## config.mk

```make
export PLATFORM = sky130hd
export DESIGN_NAME = stack_sequencer
export DESIGN_NICKNAME = d
export VERILOG_FILES = /design/src/rtl/stack_sequencer.sv
export SDC_FILE = /design/constraint.sdc
export NUM_CORES = 1
export LEC_CHECK = 0
export ABC_AREA = 1
export ABC_CLOCK_PERIOD_IN_PS = 1900
export BUFFER_PORTS_ARGS = -buffer_cell sky130_fd_sc_hd__buf_2
export CORE_AREA = 4 4 99 101
export CTS_CLUSTER_SIZE = 25
export DETAILED_ROUTE_END_ITERATION = 12
export DIE_AREA = 0 0 103 105
export PLACE_DENSITY = 0.65
export RECOVER_POWER = 100
export SLEW_MARGIN = 15
export SYNTH_ARGS = -nofsm -noshare
export SYNTH_HDL_FRONTEND = slang
export SYNTH_SLANG_ARGS = --single-unit
```

## constraint.sdc

```tcl
create_clock -name clk -period 1.9 [get_ports clk]
set_clock_uncertainty 0.2 [all_clocks]
set_input_delay 0 -clock clk [delete_from_list [all_inputs] [get_ports clk]]
set_output_delay 0 -clock clk [all_outputs]
set_load 0.005 [all_outputs]
```

## src/rtl/stack_sequencer.sv

```systemverilog
// Push/pop sequencer for a full-descending 16-bit stack in word memory.
// Define STACK_BOUNDS_CHECK_EN to abort pushes at STACK_LIMIT and pops at STACK_EMPTY.
module stack_sequencer #(
   parameter logic [15:0] STACK_EMPTY = 16'h8000,
   parameter logic [15:0] STACK_LIMIT = 16'h7F00
) (
   input  logic        clk,
   input  logic        reset,
   input  logic        push,
   input  logic        pop,
   input  logic [15:0] push_data,
   input  logic [15:0] SPIn,
   output logic        SPWrite,
   output logic [15:0] SPNext,
   output logic [15:0] mem_addr,
   output logic [15:0] mem_wdata,
   output logic        mem_we,
   output logic        mem_re,
   input  logic        mem_ready,
   input  logic [15:0] mem_rdata,
   output logic [15:0] pop_data,
   output logic        busy,
   output logic        done,
   output logic        fault
);

`ifdef STACK_BOUNDS_CHECK_EN
   localparam logic BOUNDS_CHECK = 1'b1;
`else
   localparam logic BOUNDS_CHECK = 1'b0;
`endif

   typedef enum logic [2:0] {
      IDLE,
      PUSH_WR,
      POP_RD,
      UPDATE,
      ABORT
   } state_t;

   state_t      state;
   state_t      state_next;
   logic [15:0] addr;
   logic [15:0] data;
   logic        is_pop;
   logic        take_push;
   logic        take_pop;

   always_ff @(posedge clk or posedge reset) begin
      if (reset) begin
         state    <= IDLE;
         addr     <= 16'h0000;
         data     <= 16'h0000;
         is_pop   <= 1'b0;
         pop_data <= 16'h0000;
      end else begin
         state <= state_next;
         if (take_push) begin
            addr   <= SPIn - 16'd2;
            data   <= push_data;
            is_pop <= 1'b0;
         end else if (take_pop) begin
            addr   <= SPIn;
            is_pop <= 1'b1;
         end
         if (state == POP_RD && mem_ready)
            pop_data <= mem_rdata;
      end
   end

   always_comb begin
      state_next = state;
      take_push  = 1'b0;
      take_pop   = 1'b0;
      SPWrite    = 1'b0;
      SPNext     = 16'h0000;
      mem_addr   = 16'h0000;
      mem_wdata  = 16'h0000;
      mem_we     = 1'b0;
      mem_re     = 1'b0;
      done       = 1'b0;
      busy       = (state != IDLE);
      unique case (state)
         IDLE: begin
            if (push) begin
               take_push = 1'b1;
               if (BOUNDS_CHECK && SPIn == STACK_LIMIT)
                  state_next = ABORT;
               else
                  state_next = PUSH_WR;
            end else if (pop) begin
               take_pop = 1'b1;
               if (BOUNDS_CHECK && SPIn == STACK_EMPTY)
                  state_next = ABORT;
               else
                  state_next = POP_RD;
            end
         end
         PUSH_WR: begin
            mem_we    = 1'b1;
            mem_addr  = addr;
            mem_wdata = data;
            if (mem_ready)
               state_next = UPDATE;
         end
         POP_RD: begin
            mem_re   = 1'b1;
            mem_addr = addr;
            if (mem_ready)
               state_next = UPDATE;
         end
         UPDATE: begin
            SPWrite    = 1'b1;
            SPNext     = is_pop ? addr + 16'd2 : addr;
            done       = 1'b1;
            state_next = IDLE;
         end
         ABORT: begin
            done       = 1'b1;
            state_next = IDLE;
         end
         default: state_next = IDLE;
      endcase
   end

`ifdef STACK_BOUNDS_CHECK_EN
   assign fault = (state == ABORT);
`else
   assign fault = 1'b0;
`endif

endmodule

```

==> results of run 1 <==
[state kept, by name (all words and copies together) (netlist names)]
name / flops
state: 2
pop_data: 16
addr: 16
data: 16
is_pop: 1
[power by group through the flow]
| stage | logic [mW] | registers [mW] | clock network (mW) |
|---|---|---|---|
| finish | 3.15 | 2.07 | 0.748 |
| global route | 3.59 | 2.15 | 0.819 |
| CTS | 3.12 | 2.04 | 0.779 |
| detailed placement | 3.01 | 2.06 | 0 |
| global placement | 2.96 | 2.04 | 0 |
| floorplan | 1.78 | 1.97 | 0 |
[worst paths after layout]
kind / start / end / slack [ns] / depth (start not counted)
max in group asynchronous: reset / is_pop$_DFFE_PP0P_ / 0.33 / 4
setup reg to reg: state[0]$_DFFE_PP0P_ / addr[10]$_DFFE_PP0P_ / 0.11 / 8
min in group asynchronous: reset / pop_data[6]$_DFFE_PP0P_ / 0.41 / 4
hold / removal: push_data[15] / data[15]$_DFFE_PP0P_ / 0.22 / 4
setup / recovery: addr[2]$_DFFE_PP0P_ / SPNext[9] / 0.05 / 8
hold reg to reg: data[10]$_DFFE_PP0P_ / data[10]$_DFFE_PP0P_ / 0.28 / 2
[area by class of cell]
type | count | area (um^2)
Clock buffer | 5 | 68.8
Clock inverter | 2 | 37.5
Timing Repair Buffer | 187 | 1200
Fill cell | 900 | 4490
Sequential cell | 51 | 1280
Tap cell | 111 | 139
Multi-Input combinational cell | 289 | 1520
Inverter | 78 | 293
[worst register-to-register path, cell delays in order (launching register included)]
cell,delay (ns)
dfrtp_1,0.42
inv_1,0.15
ha_4,0.20
nand2_1,0.14
nand2_1,0.16
inv_1,0.05
clkbuf_4,0.20
nand2_1,0.08
o21ai_0,0.08
[through the flow]
step | TNS [ns] | area [um^2] | setup slack (ns) | hold slack [ns]
after floorplan | 0 | 3050 | 0.174 | -0.0904
after global placement | 0 | 3830 | 0.109 | -0.134
after detailed placement | -0.124 | 3830 | -0.0393 | -0.128
after CTS | 0 | 4480 | 0.00932 | 0.0818
after global routing | -0.628 | 4530 | -0.0896 | 0.216
final | 0 | 4530 | 0.0523 | 0.222
[what timing repair did]
action,4_1_cts,5_1_grt
endpoints found under the hold margin,102,0
cloned,0,2
pin swaps,0,8
setup buffers,0,2
resized for setup,6,28
endpoints found under the setup margin,10,49
hold buffers,52,0
[kinds of logic (layout without fill, tap and decap cells)]
kind of cell               after synthesis  count (layout)  synth area share
AOI/OAI and AO/OA                       34              34            0.0579
xor gates and xnor gates                 3               3           0.00863
adders and majority gates                6               6            0.0246
buffers and inverters                   93             272             0.121
DFF                                     51              51             0.419
muxes                                   16              16            0.0591
other                                    1               1           0.00123
and+or+nand+nor                        227             229             0.309
[metal layers]
| metal | part of all wire | wire length (um) | GRT usage | vias up |
|---|---|---|---|---|
| met1 | 0.42 | 3900 | 0.218 | 1503 |
| met5 | 0 | 0 | 0 | - |
| met2 | 0.51 | 4720 | 0.292 | 93 |
| met3 | 0.051 | 478 | 0.0280 | 17 |
| met4 | 0.021 | 192 | 0.0509 | 0 |
| li1 | - | - | - | 1683 |
[synth_stat cells (4+ instances only)]
library cell,n
inv_1,78
dfrtp_1,51
a21oi_1,9
buf_2,6
nand4_1,10
ha_1,6
nand3_1,26
nor3_1,4
clkbuf_1,5
mux2_2,16
nand2_1,151
o21ai_0,19
nor2_1,30
==> summary.txt, run 1 <==
Status
  • Outcome: finished, final reports clean

Power
  • Comb power frac: 0.528
  • Sw Share: 0.432
  • Total power: 5.97 mW
  • Peak VDD IR: 0.490 mV
  • Leakage: 2.56 nW
  • PwrDens: 1320 mW/mm^2
  • Internal Pwr Total: 3.39 mW
  • Clock share of power: 0.125
  • Sw power: 2.58 mW
  • Seq pwr share: 0.347

Critical path
  • Critical Path RT: 1.70 ns
  • Crit path max-delay family: simple AND/OR/NAND/NOR gates
  • Critical path class: reg2out
  • Cells along the critical path: ha_2 > nand3_2 > nor2_4 > nand2_2 > o21ai_2 > nand2_1 > nor2_2 > buf_2
  • Critical-path top delay cell: dfrtp_1
  • Worst setup EP type: output port
  • Critical Path Start Type: flip-flop
  • CP Buf/Inv Count: 1
  • Worst-path fanout max: 4
  • CP Data Arrival Time: 1.65 ns
  • Max incr delay on CP: 0.37 ns

Synth
  • Synth Register Bits: 51
  • Synth area leader: dfrtp_1
  • Dominant synthesized flop cell: dfrtp_1
  • Area contributors post-synth: dfrtp_1 42%, nand2_1 19%, inv_1 9.6%
  • Ys async rst share: 1.00
  • Seq/Total Area, Yosys: 0.419
  • Post-Syn Nets: 490
  • Avg Cell Area, Syn: 7.07 um^2
  • Mapped Area: 0.00305 mm^2
  • Cells after synthesis: 431
  • Cell variety after synth: 25
  • YS warnings: 0
  • EDFF count, synth: 0
  • Top cell type's share of synthesized area: 0.419

Finish
  • Most common cell after layout, fill and taps aside: nand2_1
  • Most frequent cells in the layout: 150 x nand2_1, 98 x buf_2, 78 x inv_1, 52 x dlygate4sd3_1, 47 x dfrtp_1
  • Synthesis-to-finish area growth: 48.8%
  • Layout net count: 671
  • Share of layout cells above drive strength 1: 0.261
  • Fin util: 0.503
  • Fin cells: 723
  • # diodes: 0

Floorplan
  • Height of the die: 105 um
  • Initial Utilization: 0.338
  • Top-Level Pins: 123
  • Die Area: 0.0108 mm^2
  • Core Box Area: 0.00902 mm^2
  • Rows: 35
  • Die Width: 103 um

Timing
  • Unrepaired setup endpoints after global routing: true
  • Crit share post-route: 0.972
  • Worst slew pin tran: 1.13 ns
  • Final hold vios: 0
  • Minimum clock period: 1.85 ns
  • Setup violators final: 0
  • Pins Over Slew Limit: 0
  • Rel. slew slack: 0.247
  • Fmax: 541 MHz

Global route
  • First-pass GRT wire length: 14800 um
  • Initial antenna violation count: 0
  • Vias in the first global route: 3167
  • Largest net degree at the start of global routing: 52
  • Total grt overflow: 0
  • GRT Total Usage: 0.171

Clock tree
  • TritonCTS Buffers: 5
  • Total clock sinks: 51
  • Max H-tree Level: 2
  • CTS tree: built
  • Root buffer cell: clkbuf_8
  • Latest clock arrival within the worst-skew pair: 0.31 ns
  • CTS Buffer Depth: 2
  • Worst-path clk slew: 0.10 ns

Routing
  • Post-Route WL: 9290 um
  • Mean routed wirelength per cell: 12.9 um
  • Initial DRC Count: 149
  • ANT nets after route: 0
  • DRC viols: 0
  • DR vias: 3296
  • DR vias/cell: 4.56
  • Drt pass-1 iters: 4

Hold path
  • Worst hold-check path type: in2reg

Run
  • MaxCap Viol Count: 0

Placement
  • Routability Congestion: 0.879
  • DP HPWL: 6530 um
  • DP Cell Count: 660
  • PortBufs: 121
Note: power is estimated with default switching activity, not from simulation.
==> run 2, diff against run 1 <==
--- a/config.mk
+++ b/config.mk
@@ -8,11 +8,13 @@
 export ABC_AREA = 1
 export ABC_CLOCK_PERIOD_IN_PS = 1900
 export BUFFER_PORTS_ARGS = -buffer_cell sky130_fd_sc_hd__buf_2
-export CORE_AREA = 4 4 99 101
+export CELL_PAD_IN_SITES_DETAIL_PLACEMENT = 1
+export CELL_PAD_IN_SITES_GLOBAL_PLACEMENT = 1
+export CORE_AREA = 4 4 102 104
 export CTS_CLUSTER_SIZE = 25
 export DETAILED_ROUTE_END_ITERATION = 12
-export DIE_AREA = 0 0 103 105
-export PLACE_DENSITY = 0.65
+export DIE_AREA = 0 0 106 108
+export PLACE_DENSITY = 0.82
 export RECOVER_POWER = 100
 export SLEW_MARGIN = 15
 export SYNTH_ARGS = -nofsm -noshare
==> summary.txt, run 2 (synthesis gave the netlist of run 1 again) <==
Status
  • Outcome: finished, violations left
  • Failing checks: setup timing

Floorplan
  • Initial Utilization: 0.319 (-0.0187)
  • Height of the die: 108 um (+2.9%)
  • Top-Level Pins: 123 (unchanged)
  • Rows: 36 (+2.9%)
  • Core Box Area: 0.00955 mm^2 (+5.9%)
  • Die Width: 106 um (+2.9%)
  • Die Area: 0.0114 mm^2 (+5.9%)

Timing
  • Worst slew pin tran: 0.615 ns (-0.515 ns)
  • Rel. slew slack: 0.590 (+0.343)
  • Unrepaired setup endpoints after global routing: true
  • Worst setup margin: -0.0135 ns (-0.0658 ns)
  • Minimum clock period: 1.91 ns (+0.0658 ns)
  • Pins Over Slew Limit: 0 (unchanged)
  • Fmax: 523 MHz (-3.4%)
  • Setup_tns: -0.0201 ns (-0.0201 ns)
  • Setup violators final: 3 (+3)
  • Final hold vios: 0 (unchanged)
  • Crit share post-route: 1.01 (+0.0346)

Routing
  • Initial DRC Count: 98 (-34%)
  • DR vias/cell: 4.65 (+2.0%)
  • ANT nets after route: 0 (unchanged)
  • Mean routed wirelength per cell: 15.4 um (+20%)
  • Drt pass-1 iters: 4 (unchanged)
  • DR vias: 3493 (+6.0%)
  • DRC viols: 0 (unchanged)
  • Post-Route WL: 11500 um (+24%)

Power
  • PwrDens: 1350 mW/mm^2 (+2.3%)
  • Clock share of power: 0.101 (-0.024)
  • Peak VDD IR: 0.463 mV (-5.5%)
  • Sw power: 2.87 mW (+11%)
  • Sw Share: 0.457 (+0.0242)
  • Leakage: 2.64 nW (+3.2%)
  • Comb power frac: 0.561 (+0.033)
  • Internal Pwr Total: 3.41 mW (+0.67%)
  • Total power: 6.28 mW (+5.2%)
  • Seq pwr share: 0.337 (-0.010)

Global route
  • Vias in the first global route: 3695 (+17%)
  • GRT Total Usage: 0.196 (+0.0251)
  • Total grt overflow: 0 (unchanged)
  • Largest net degree at the start of global routing: 50 (-3.8%)
  • First-pass GRT wire length: 18000 um (+22%)
  • Initial antenna violation count: 0 (unchanged)

Finish
  • Layout net count: 677 (+0.89%)
  • # diodes: 0 (unchanged)
  • Synthesis-to-finish area growth: 53.1%
  • Fin cells: 751 (+3.9%)
  • Post-route cell area: 0.00466 mm^2 (+2.8%)
  • Share of layout cells above drive strength 1: 0.296 (+0.0347)
  • Biggest regs: addr (16), data (16), pop_data (16)
  • Most frequent cells in the layout: 147 x nand2_1, 108 x buf_2, 75 x inv_1, 52 x dlygate4sd3_1, 48 x dfrtp_1
  • Most common cell after layout, fill and taps aside: nand2_1

Placement
  • Setup WS pre-CTS: 0.0548 ns (+0.0941 ns)
  • Placed Area: 0.00384 mm^2 (+0.20%)
  • DP HPWL: 7910 um (+21%)
  • Routability Congestion: 0.855 (-2.8%)
  • PortBufs: 121 (unchanged)
  • DP Cell Count: 681 (+3.2%)

Critical path
  • Worst-path fanout max: 7 (+3)
  • Worst setup EP type: output port
  • Critical Path RT: 1.70 ns (about the same)
  • Cells along the critical path: buf_4 > nand2_2 > nor3_4 > buf_4 > a21oi_2 > nor2_1 > buf_2
  • Crit path max-delay family: simple AND/OR/NAND/NOR gates
  • CP Buf/Inv Count: 3 (+2)
  • CP Data Arrival Time: 1.71 ns (+0.06 ns)
  • Critical Path Start Type: flip-flop
  • Critical path class: reg2out
  • Max incr delay on CP: 0.40 ns (+0.03 ns)
  • Crit path top cell by count: buf_4
  • Critical-path top delay cell: dfrtp_1

Run
  • MaxCap Viol Count: 0 (unchanged)

Hold path
  • Worst hold-check path type: in2reg

Clock tree
  • CTS Buffer Depth: 2 (unchanged)
  • Worst-path clk slew: 0.09 ns (about the same)
  • Root buffer cell: clkbuf_8
  • Latest clock arrival within the worst-skew pair: 0.31 ns (about the same)
  • TritonCTS Buffers: 5 (unchanged)
  • Total clock sinks: 51 (unchanged)
  • CTS tree: built
  • Max H-tree Level: 2 (unchanged)
-- run 2: cell types whose count changed in the layout (fill, tap and decap cells not counted), sizes merged --
cell and change:
buf +19, bufinv -1, clkbuf -12, clkinv +1, clkinvlp +1, inv -1, nor2 -1
-- run 2: what timing repair did --
item	in CTS	in global routing
resized for setup	10	32
pin swaps	6	8
buffers inserted	2	7
cloned	0	2
hold buffers	52	0
setup endpoints to repair	5	45
endpoints found under the hold margin	101	0
-- run 2: routing by layer --
metal | global-route usage | wire length, um
met1 | 0.232 | 4850
met2 | 0.358 | 5930
met3 | 0.0287 | 434
met4 | 0.0759 | 323
met5 | 0 | 0
-- run 2: per-stage QoR --
| stage | hold slack, ns | util |
|---|---|---|
| 2_1_floorplan | -0.0904 | - |
| 3_3_place_gp | -0.350 | 0.402 |
| 3_5_place_dp | -0.343 | 0.402 |
| 4_1_cts | 0.00762 | 0.470 |
| 5_1_grt | 0.0420 | 0.488 |
| 6_report | 0.0113 | 0.488 |
-- run 2: cell type report --
cell class                      count  area, um^2
Timing Repair inverter              1        7.51
Tap cell                          133         166
Clock inverter                      1        5.00
Clock buffer                        6        82.6
Inverter                           78         297
Fill cell                        1244        4890
Multi-Input combinational cell    288        1540
Timing Repair Buffer              193        1280
Sequential cell                    51        1280
-- run 2: path summary, 6_finish.rpt --
kind,slack [ns],cells after the start,to,startpoint
worst max-delay path,-0.01,7,SPNext[10],addr[1]$_DFFE_PP0P_
worst min-delay path,0.01,4,state[1]$_DFFE_PP0P_,mem_ready
worst max register to register,0.06,7,addr[5]$_DFFE_PP0P_,state[0]$_DFFE_PP0P_
worst min register to register,0.29,2,data[2]$_DFFE_PP0P_,data[2]$_DFFE_PP0P_
max in group asynchronous,0.22,5,addr[8]$_DFFE_PP0P_,reset
min in group asynchronous,0.44,4,data[5]$_DFFE_PP0P_,reset
-- run 2: worst register-to-register path: stages, from the launching register on --
cell	delay, ns
dfrtp_1	0.43
inv_1	0.16
ha_4	0.19
buf_4	0.13
nand2_2	0.09
nand2_4	0.12
clkinvlp_4	0.18
o21ai_0	0.25
-- run 2: power groups by stage --
stage	registers, mW	clock network [mW]	logic, mW
final	2.12	0.637	3.52
after global routing	2.20	0.688	3.93
after CTS	2.06	0.645	3.22
after detailed placement	2.08	0	3.08
after global placement	2.03	0	2.94
after floorplan	1.97	0	1.78
==> run 3, diff against run 2 <==
--- a/config.mk
+++ b/config.mk
@@ -5,16 +5,15 @@
 export SDC_FILE = /design/constraint.sdc
 export NUM_CORES = 1
 export LEC_CHECK = 0
-export ABC_AREA = 1
 export ABC_CLOCK_PERIOD_IN_PS = 1900
 export BUFFER_PORTS_ARGS = -buffer_cell sky130_fd_sc_hd__buf_2
 export CELL_PAD_IN_SITES_DETAIL_PLACEMENT = 1
 export CELL_PAD_IN_SITES_GLOBAL_PLACEMENT = 1
-export CORE_AREA = 4 4 102 104
+export CORE_AREA = 4 4 96 98
 export CTS_CLUSTER_SIZE = 25
 export DETAILED_ROUTE_END_ITERATION = 12
-export DIE_AREA = 0 0 106 108
-export PLACE_DENSITY = 0.82
+export DIE_AREA = 0 0 100 102
+export PLACE_DENSITY = 0.84
 export RECOVER_POWER = 100
 export SLEW_MARGIN = 15
 export SYNTH_ARGS = -nofsm -noshare
==> summary.txt, run 3 <==
Timing
  • Unrepaired setup endpoints after global routing: true
  • Setup violators final: 23 (+20)
  • Minimum clock period: 2.09 ns (+0.181 ns)
  • Crit share post-route: 1.10 (+0.0952)
  • Setup_tns: -2.42 ns (-2.40 ns)
  • Worst slew pin tran: 1.01 ns (+0.397 ns)
  • Rel. slew slack: 0.324 (-0.266)
  • Final hold vios: 0 (unchanged)
  • Worst setup margin: -0.194 ns (-0.181 ns)
  • Fmax: 477 MHz (-8.6%)
  • Pins Over Slew Limit: 0 (unchanged)

Clock tree
  • Latest clock arrival within the worst-skew pair: 0.31 ns (about the same)
  • CTS tree: built
  • Worst-path clk slew: 0.10 ns (about the same)
  • CTS Buffer Depth: 2 (unchanged)
  • Total clock sinks: 51 (unchanged)
  • TritonCTS Buffers: 5 (unchanged)
  • Max H-tree Level: 2 (unchanged)
  • Root buffer cell: clkbuf_8

Synth
  • Commonest cells post-synth: 51 x dfrtp_1, 34 x and2_1, 34 x mux2_2
  • Top cell type's share of synthesized area: 0.443 (+0.0246)
  • Seq/Total Area, Yosys: 0.443 (+0.0246)
  • Area contributors post-synth: dfrtp_1 44%, mux2_2 13%, and2_1 7.4%
  • Mapped Area: 0.00288 mm^2 (-5.5%)
  • Avg Cell Area, Syn: 9.82 um^2 (+39%)
  • Synth area leader: dfrtp_1
  • Post-Syn Nets: 352 (-28%)
  • Cell variety after synth: 34 (+36%)
  • Cells after synthesis: 293 (-32%)
  • Ys async rst share: 1.00 (unchanged)
  • Dominant synthesized flop cell: dfrtp_1
  • EDFF count, synth: 0 (unchanged)
  • Synth Register Bits: 51 (unchanged)
  • Count leader, synth: dfrtp_1
  • YS warnings: 0 (unchanged)

Routing
  • Initial DRC Count: 77 (-21%)
  • Drt pass-1 iters: 4 (unchanged)
  • DRC viols: 0 (unchanged)
  • Post-Route WL: 11300 um (-2.5%)
  • DR vias: 3018 (-14%)
  • ANT nets after route: 0 (unchanged)
  • Mean routed wirelength per cell: 18.7 um (+22%)
  • DR vias/cell: 5.01 (+7.8%)

Global route
  • Total grt overflow: 0 (unchanged)
  • GR Util met1: 0.243 (+0.0106)
  • Vias in the first global route: 3359 (-9.1%)
  • Grt peak-use layer: met2
  • Initial antenna violation count: 1 (+1)
  • Largest net degree at the start of global routing: 28 (-44%)
  • First-pass GRT wire length: 17600 um (-2.3%)
  • GRT Total Usage: 0.219 (+0.0232)
  • M3 GR Usage: 0.0294 (+0.000695)
  • Met2 Use GR: 0.429 (+0.0711)

Critical path
  • Critical Path RT: 1.70 ns (about the same)
  • Worst setup EP type: output port
  • CP Data Arrival Time: 1.89 ns (+0.18 ns)
  • Critical Path Start Type: flip-flop
  • Critical path class: reg2out
  • Worst-path fanout max: 5 (-2)

Placement
  • PortBufs: 121 (unchanged)
  • Routability Congestion: 0.790 (-7.6%)
  • DP HPWL: 6910 um (-13%)

Status
  • Outcome: finished, violations left
  • Failing checks: setup timing

Floorplan
  • Core Box Area: 0.00847 mm^2 (-11%)
  • Die Width: 100 um (-5.7%)
  • Top-Level Pins: 123 (unchanged)
  • Height of the die: 102 um (-5.6%)
  • Rows: 34 (-5.6%)
  • Initial Utilization: 0.340 (+0.0209)
  • Die Area: 0.0102 mm^2 (-11%)

Finish
  • Share of layout cells above drive strength 1: 0.416 (+0.120)
  • Most common cell after layout, fill and taps aside: buf_2
  • Layout net count: 551 (-19%)
  • Most frequent cells in the layout: 111 x buf_2, 53 x dlygate4sd3_1, 50 x dfrtp_1, 34 x mux2_2, 34 x and2_1
  • Biggest regs: addr (16), data (16), pop_data (16)
  • Synthesis-to-finish area growth: 55.7%
  • Fin util: 0.529 (+0.0408)

Power
  • Total power: 5.99 mW (-4.6%)
  • Leakage: 2.10 nW (-21%)
  • PwrDens: 1340 mW/mm^2 (-0.73%)
  • Peak VDD IR: 0.450 mV (-2.8%)

Hold path
  • Worst hold-check path type: in2reg

Run
  • MaxCap Viol Count: 0 (unchanged)
run 3: cell types whose count changed after synthesis, moves of 8 or more:
| cell | change |
|---|---|
| xor2_1 | +9 |
| xnor2_1 | +8 |
| inv_1 | -69 |
| nand2_1 | -122 |
| and2_1 | +34 |
| nor2_1 | -9 |
| mux2_2 | +18 |
| nand3_1 | -19 |
run 3: kinds of logic after synthesis:
group                    synth area share
AND/OR/NAND/NOR                     0.234
flip-flops                          0.443
multiplexers                        0.137
AO/OA/AOI/OAI                      0.0622
buffers and inverters              0.0357
XOR/XNOR                           0.0609
adder cells (fa/ha/maj)            0.0261
other                             0.00130
run 3: metrics by stage:
stage / hold WS [ns] / worst slack (ns) / area, um^2 / std cells
finish: 0.213 / -0.194 / 4480 / 602
CTS: 0.106 / -0.155 / 4510 / 600
global placement: -0.102 / 0.0811 / 3760 / 528
global route: 0.233 / -0.320 / 4480 / 602
floorplan: -0.0946 / 0.00547 / 2890 / 293
detailed placement: -0.0974 / 0.0102 / 3760 / 528
run 3: cell type report:
class	count	area [um^2]
sequential	51	1280
clock inverter	2	12.5
timing repair buffer	206	1370
antenna	1	2.50
fill	981	3990
multi-input combinational	219	1570
inverter	9	37.5
tap	108	135
clock buffer	6	72.6
run 3: critical path: stages (launching register included):
cell     delay [ns]
dfrtp_1        0.45
and4_4         0.28
nand3_4        0.10
or4_4          0.50
a21oi_2        0.12
buf_2          0.13
run 3: where the power goes:
| part | internal [mW] | leakage (nW) | switching, mW |
|---|---|---|---|
| logic | 1.64 | 1.45 | 1.68 |
| clock network | 0.258 | 0.0412 | 0.364 |
| registers | 1.64 | 0.607 | 0.411 |
| total | 3.53 | 2.10 | 2.45 |
run 3: timing repair:
item | 4_1_cts | 5_1_grt
setup endpoints to repair | 16 | 52
cloned | 0 | 0
endpoints found under the hold margin | 102 | 0
pin swaps | 7 | 5
hold buffers | 53 | 0
resized for setup | 11 | 14
setup buffers | 11 | 1
run 3: routing by layer:
layer | vias up | share of wire
li1 | 1398 | -
met1 | 1499 | 0.39
met2 | 100 | 0.55
met3 | 21 | 0.040
met4 | 0 | 0.025
met5 | - | 0
run 3: worst paths after layout:
check | from | to | slack (ns) | depth (start not counted)
worst max-delay path | addr[1]$_DFFE_PP0P_ | SPNext[12] | -0.19 | 5
worst min-delay path | SPIn[0] | addr[0]$_DFFE_PP0P_ | 0.21 | 4
worst max register to register | state[0]$_DFFE_PP0P_ | is_pop$_DFFE_PP0P_ | -0.09 | 6
worst min register to register | data[1]$_DFFE_PP0P_ | data[1]$_DFFE_PP0P_ | 0.31 | 1
max in group asynchronous | reset | pop_data[13]$_DFFE_PP0P_ | 0.21 | 4
min in group asynchronous | reset | addr[1]$_DFFE_PP0P_ | 0.27 | 3
